File: config.mk
export PLATFORM = sky130hd
export DESIGN_NAME = ctrl_seq_decoder
export DESIGN_NICKNAME = d
export VERILOG_FILES = /design/src/rtl/ctrl_seq_decoder.sv
export SDC_FILE = /design/constraint.sdc
export NUM_CORES = 2
export LEC_CHECK = 0
export CAP_MARGIN = 20
export CELL_PAD_IN_SITES_DETAIL_PLACEMENT = 1
export CELL_PAD_IN_SITES_GLOBAL_PLACEMENT = 1
export CORE_UTILIZATION = 30
export DETAILED_ROUTE_END_ITERATION = 8
export GPL_ROUTABILITY_DRIVEN = 1
export PLACE_DENSITY_LB_ADDON = 0.1
export SLEW_MARGIN = 20
export SYNTH_ARGS = -nofsm -noshare
export SYNTH_HDL_FRONTEND = slang
export SYNTH_SLANG_ARGS = --single-unit
File: constraint.sdc
create_clock -name clk -period 3.25 [get_ports clk]
set_input_delay 0.4875 -clock clk [delete_from_list [all_inputs] [get_ports clk]]
set_output_delay 0.4875 -clock clk [all_outputs]
set_load 0.05 [all_outputs]
File: src/rtl/ctrl_seq_decoder.sv
// ---------------------------------------------------------------------------
// ctrl_seq_decoder
//   Registered, table-driven control decoder. An opcode accepted on the input
//   handshake is looked up in a writable decode table. The entry's control
//   word is then issued on the output handshake for len+1 consecutive beats,
//   and each beat carries its micro-step index.
//
// Ports
//   clk, rst_n        clock, asynchronous active-low reset
//   in_valid/in_ready opcode handshake (in_ready is combinational)
//   in_opc            opcode to decode
//   out_valid/ready   control-word handshake
//   out_cw            control word of the current op
//   out_step          0-based micro-step index
//   out_last          high on the final beat of an op
//   flush             synchronous abort of the current op
//   cfg_we/addr/data  decode-table write port, data = {legal, len, cw}
//   err_illegal       one-cycle pulse after an illegal opcode is consumed
// ---------------------------------------------------------------------------
module ctrl_seq_decoder #(
  parameter int OPC_W = 7,
  parameter int CW_W  = 26,
  parameter int LEN_W = 2
) (
  input  logic                      clk,
  input  logic                      rst_n,
  input  logic                      in_valid,
  output logic                      in_ready,
  input  logic [OPC_W-1:0]          in_opc,
  output logic                      out_valid,
  input  logic                      out_ready,
  output logic [CW_W-1:0]           out_cw,
  output logic [LEN_W-1:0]          out_step,
  output logic                      out_last,
  input  logic                      flush,
  input  logic                      cfg_we,
  input  logic [OPC_W-1:0]          cfg_addr,
  input  logic [1+LEN_W+CW_W-1:0]   cfg_data,
  output logic                      err_illegal
);

  localparam int ENT_W = 1 + LEN_W + CW_W;
  localparam int DEPTH = 1 << OPC_W;

  localparam logic [0:0] IDLE  = 1'b0;
  localparam logic [0:0] ISSUE = 1'b1;

  // Decode table. The whole table has to clear on reset, so it is kept in
  // flops rather than in a RAM.
  logic [ENT_W-1:0] table_reg [DEPTH];

  logic [0:0]       state_reg, state_next;
  logic [CW_W-1:0]  cw_reg, cw_next;
  logic [LEN_W-1:0] len_reg, len_next;
  logic [LEN_W-1:0] step_reg, step_next;
  logic             last_reg, last_next;
  logic             err_reg, err_next;

  logic [ENT_W-1:0] entry;
  logic             ent_legal;
  logic [LEN_W-1:0] ent_len;
  logic [CW_W-1:0]  ent_cw;
  logic [LEN_W-1:0] step_inc;
  logic             accept;

  // Lookup reads the table as it stood before this edge, so a write to the
  // same address in the same cycle is only seen by later lookups.
  assign entry     = table_reg[in_opc];
  assign ent_legal = entry[ENT_W-1];
  assign ent_len   = entry[CW_W +: LEN_W];
  assign ent_cw    = entry[CW_W-1:0];

  // Ready on the last beat's handshake as well, so ops run back to back.
  assign in_ready = !flush && ((state_reg == IDLE) ||
                               ((state_reg == ISSUE) && out_ready && last_reg));
  assign accept   = in_valid && in_ready;
  assign step_inc = step_reg + LEN_W'(1);

  always_ff @(posedge clk or negedge rst_n) begin
    if (!rst_n) begin
      for (int i = 0; i < DEPTH; i++) begin
        table_reg[i] <= '0;
      end
    end else if (cfg_we) begin
      table_reg[cfg_addr] <= cfg_data;
    end
  end

  always_comb begin
    state_next = state_reg;
    cw_next    = cw_reg;
    len_next   = len_reg;
    step_next  = step_reg;
    last_next  = last_reg;
    err_next   = 1'b0;

    if (flush) begin
      state_next = IDLE;
      step_next  = '0;
      last_next  = 1'b0;
    end else begin
      err_next = accept && !ent_legal;
      if (accept && ent_legal) begin
        // The entry is latched here; later table writes cannot disturb it.
        state_next = ISSUE;
        cw_next    = ent_cw;
        len_next   = ent_len;
        step_next  = '0;
        last_next  = (ent_len == '0);
      end else if ((state_reg == ISSUE) && out_ready) begin
        if (last_reg) begin
          state_next = IDLE;
          step_next  = '0;
          last_next  = 1'b0;
        end else begin
          step_next  = step_inc;
          last_next  = (step_inc == len_reg);
        end
      end
    end
  end

  always_ff @(posedge clk or negedge rst_n) begin
    if (!rst_n) begin
      state_reg <= IDLE;
      cw_reg    <= '0;
      len_reg   <= '0;
      step_reg  <= '0;
      last_reg  <= 1'b0;
      err_reg   <= 1'b0;
    end else begin
      state_reg <= state_next;
      cw_reg    <= cw_next;
      len_reg   <= len_next;
      step_reg  <= step_next;
      last_reg  <= last_next;
      err_reg   <= err_next;
    end
  end

  assign out_valid   = (state_reg == ISSUE);
  assign out_cw      = cw_reg;
  assign out_step    = step_reg;
  assign out_last    = last_reg;
  assign err_illegal = err_reg;

endmodule

* Yosys cells after proc, flatten, opt, wreduce, memory -nomap -nowiden
Index checks and enable logic that the tools add are counted.
Word-level totals: memories kept 0, bits of input ports 49, bits in latches 0, memory bits (read-only) 0, word-level logic and storage cells 177, memory bits (writable) 0, output and inout port bits 32, flip-flop bits (word level) 3745
Operators by class: muxes and demuxes 19, bitwise operators 4, $mul 0, equal/unequal tests 1, reduce and logical (&&, ||, !) cells 15, $lt $le $gt $ge 3, add/subtract/negate cells 1, shifts and indexed selects 0, divide/modulo/power cells 0
Operators by type and width (number):
- $bwmux 3712 | 1
- $bmux 29 s7 | 1
- $demux 29 s7 | 1
- $mux 29 | 3
- $ge 8x8->1 const B | 2
- $not 7->8 | 2
- $mux 1 | 9
- $lt 8x1->1 const B | 1
- $mux 2 | 4
- $logic_and 1x1->1 | 7
- $reduce_bool 3->1 | 2
- $reduce_and 2->1 | 2
- $add 2x1->2 const B | 1
- $eq 2x2->1 | 1
- $logic_not 1->1 | 2
- $logic_not 2->1 | 1
- $not 1->1 | 2
- $logic_or 1x1->1 | 1

* Depth between registers and ports, before layout
depth after elaboration 8, depth in mapped cells 13, mapped depth without buffers 7

* Worst setup path after synthesis
Ideal clock, no wire load.
kind input port to flip-flop, start input port in_opc[1], end register cw_reg[24] (netlist: out_cw[24]), library setup time 0.129 ns, data arrival time 2.755 ns, cell stages on the path 10, required time 3.121 ns, path slack 0.365 ns, path through buf_4 buf_2 buf_1 clkbuf_1 mux4_2 mux4_2 a22oi_1 nand2_1 a21oi_1 mux2i_1
Between the ends: longest elaborated chain between the ends 6
RTL lines:
- start: declaration | RTL line 29 | input logic [OPC_W-1:0] in_opc,
- $not 7->8 (not written as such) * | RTL line 68 | assign entry = table_reg[in_opc];
- $bmux 29 s7 * | RTL line 68
- $mux 29 (not written as such) * (2 in series) | RTL line 68
- $logic_and 1x1->1 | RTL line 103 | if (accept && ent_legal) begin
- $reduce_and 2->1 (no line)
- end signal: assignment | RTL line 133 | cw_reg <= cw_next;
- end: declaration | RTL line 53 | logic [CW_W-1:0] cw_reg, cw_next;
Mark *: on every way between the ends. The rest lies on a longest branch, timed or not. The select of a mux whose other input is x is not followed. A chain may end at the register's enable or synchronous reset.

* Worst setup path in the final report
start input port in_opc[1], end register len_reg[1]
Between the ends: longest elaborated chain between the ends 6
RTL lines:
- $not 7->8 (not written as such) * | RTL line 68
- $bmux 29 s7 * | RTL line 68
- $mux 29 (not written as such) * (2 in series) | RTL line 68
- $logic_and 1x1->1 | RTL line 103
- $reduce_and 2->1 (no line)
- end signal: assignment | RTL line 134 | len_reg <= len_next;
- end: declaration | RTL line 54 | logic [LEN_W-1:0] len_reg, len_next;
Marks and branches as above.

==> results.md <==
- Core area: 561500 sq um
- Kind of critical path: in -> reg
- Die Ht: 753.3 um
- Yosys warns: 0
- Total CTS buffers: 449
- Share of layout cells above drive strength 1: 59.94%
- Global-route wire length before repair: 927200 um
- GRT overflow: 0
- Worst EP arrival: 4.23 ns
- Port bufs: 80
- Vias/cell: 5.268
- Fmax: 309.2 MHz
- Final instance area: 205100 sq um
- Placed Cells: 18110
- FP Rows: 275
- Final Cycle Share: 99.51%
- Die width: 753.3 um
- Vias in the first global route: 111800
- WHS: 0.07575 ns
- Unrepaired setup endpoints after global routing: false
- H-tree levels: 5
- Post-synth EDFFs: 0
- Final setup TNS: 0 ns
- Max_cap viols: 0
- I/O pin count: 81
- Seq/Total Area, Yosys: 55.35%
- Worst-Margin Slew: 1.150 ns
- Root Driver: clkbuf_16
- Area after DPL: 189400 sq um
- Gr usage total: 22.89%
- Post-synth cell types: 53
- Setup WS pre-CTS: -1.254 ns
- Fin. Hold Viols: 0
- Post-synth ARST share: 100.0%
- Hold Path Class: in -> reg
- Sinks on Clock Net: 3745
- Clock Pin Slew Worst Setup and Hold Paths: 0.06 ns
- Synth top area cells: dfrtp_1, mux2_2, mux4_2
- Remaining DRCs: 0
- Slew Limit Headroom: 23.35%
- Skew-Pair Late Insertion Delay: 1.05 ns
- Max-slew violations: 0
- GP Congestion: 0.8145
- Final core utilization: 36.53%
- Vias: 100000
- Total power: 118.8 mW
- Clock skew: 0.07116 ns
- Largest net degree at the start of global routing: 129
- Worst path required time: 4.24 ns
- Leak: 95.71 nW
- Detail Placement HPWL: 438100 um
- DRT iter0 DRCs: 6174
- CP Launch Type: input port
- First-pass iteration count of the detailed router: 5
- Yosys reg bits: 3745
- Fin cells: 18990
- Die area: 567400 sq um
- Avg Cell Area, Syn: 16.12 sq um
- Setup violators final: 0
- Initial antenna violation count: 58
- Crit Path Max Fanout: 16
- Worst IR Drop VDD: 0.0004870 V
- Routed length per instance: 34.29 um
- Synthesized cell area: 169300 sq um
- Syn Nets: 10550
- Top-count cell post-synth: dfrtp_1
- Post-route ant nets: 0
- Post-Route WL: 650900 um
- Area growth, synth to finish: 21.14%
- Top cells by count, synth: dfrtp_1, mux2_2, mux4_2
- Setup Fix Bufs, Post-CTS: 0
- Final nets: 11140
- Mapped Cells: 10500
- Outcome: finished clean
- Initial core utilization: 30.15%
- Area share of the largest cell type after synthesis: 55.35%
- Worst setup margin: 0.01584 ns
- Clock Path Buffers: 4
- Number of flip-flops in the largest register: 3712
- Leading area contributor after synthesis: dfrtp_1
- Final period demand of the worst path: 3.234 ns
- Top_reg_cell synth: dfrtp_1
- Pwr Density: 578.9 nW/um^2
- Crit path capture type: register
- TritonCTS clock tree: yes
-- worst max-delay path: stages --
cell	delay, ns
buf_8	0.27
buf_4	0.37
nand2_1	0.13
buf_4	0.18
buf_4	0.15
o221ai_1	0.22
o21ai_0	0.11
a21oi_1	0.70
buf_4	0.24
a2111oi_2	0.06
buf_4	0.17
a22oi_1	0.73
mux2_2	0.30
-- repair_timing --
| action | CTS | global route |
|---|---|---|
| hold buffers | 11 | 0 |
| gates resized for setup | 11 | 0 |
| endpoints found under the hold margin | 185 | 0 |
| setup endpoints to repair | 10 | 0 |
-- report_power, final --
group / switching (mW) / total (mW) / internal (mW)
combinational: 6.81 / 13.4 / 6.61
sequential: 2.27 / 52.8 / 50.5
clock: 21.4 / 52.6 / 31.2
-- placed cells by master, fill, tap and decap left out, drive strengths merged, types with 8 or more instances in the layout --
master	count
a211oi	14
a21oi	61
a22o	10
a22oi	111
a311oi	9
a31oi	16
a32oi	15
buf	1202
bufinv	32
clkbuf	690
clkdlybuf4s50	32
clkinv	91
dfrtp	3745
diode	28
dlygate4sd2	8
dlygate4sd3	11
inv	37
mux2	3733
mux2i	89
mux4	1050
nand2	211
nand2b	8
nand3	36
nor2	94
nor2b	18
nor3	32
o21ai	17
o221ai	14
o22ai	18
-- worst paths after layout --
kind | to | cells after the start | slack (ns) | startpoint
worst min register to register | table_reg[1424] | 1 | 0.50 | table_reg[1424]
max in group asynchronous | table_reg[2768] | 4 | 1.75 | rst_n
worst max register to register | len_reg[1] | 9 | 0.12 | table_reg[868]
min in group asynchronous | table_reg[236] | 2 | 0.16 | rst_n
worst min-delay path | table_reg[269] | 2 | 0.08 | cfg_data[8]
worst max-delay path | len_reg[1] | 13 | 0.02 | in_opc[1]
-- routing by layer --
layer / wire length, um / GRT usage (%) / part of all wire, %
met2: 314500 / 37.94 / 48
met5: 44 / 0 / 0.0068
met3: 20720 / 2.182 / 3.2
met4: 18830 / 5.939 / 2.9
met1: 296800 / 32.28 / 46
-- cell families after synthesis --
group | Yosys count | share of synthesized area [%]
AO/OA/AOI/OAI | 323 | 1.352
XOR/XNOR | 1 | 0.005174
buffers and inverters | 1135 | 2.896
flip-flops | 3745 | 55.35
multiplexers | 4872 | 39.32
AND/OR/NAND/NOR | 428 | 1.082
-- cell type report --
class	instances	area [sq um]
multi-input combinational	5624	71380
clock buffer	690	13520
fill	55890	356400
sequential	3745	93720
tap	7479	9358
antenna	28	70.07
clock inverter	145	1996
timing repair buffer	1253	14990
inverter	22	100.1
(Power assumes the default switching activity.)
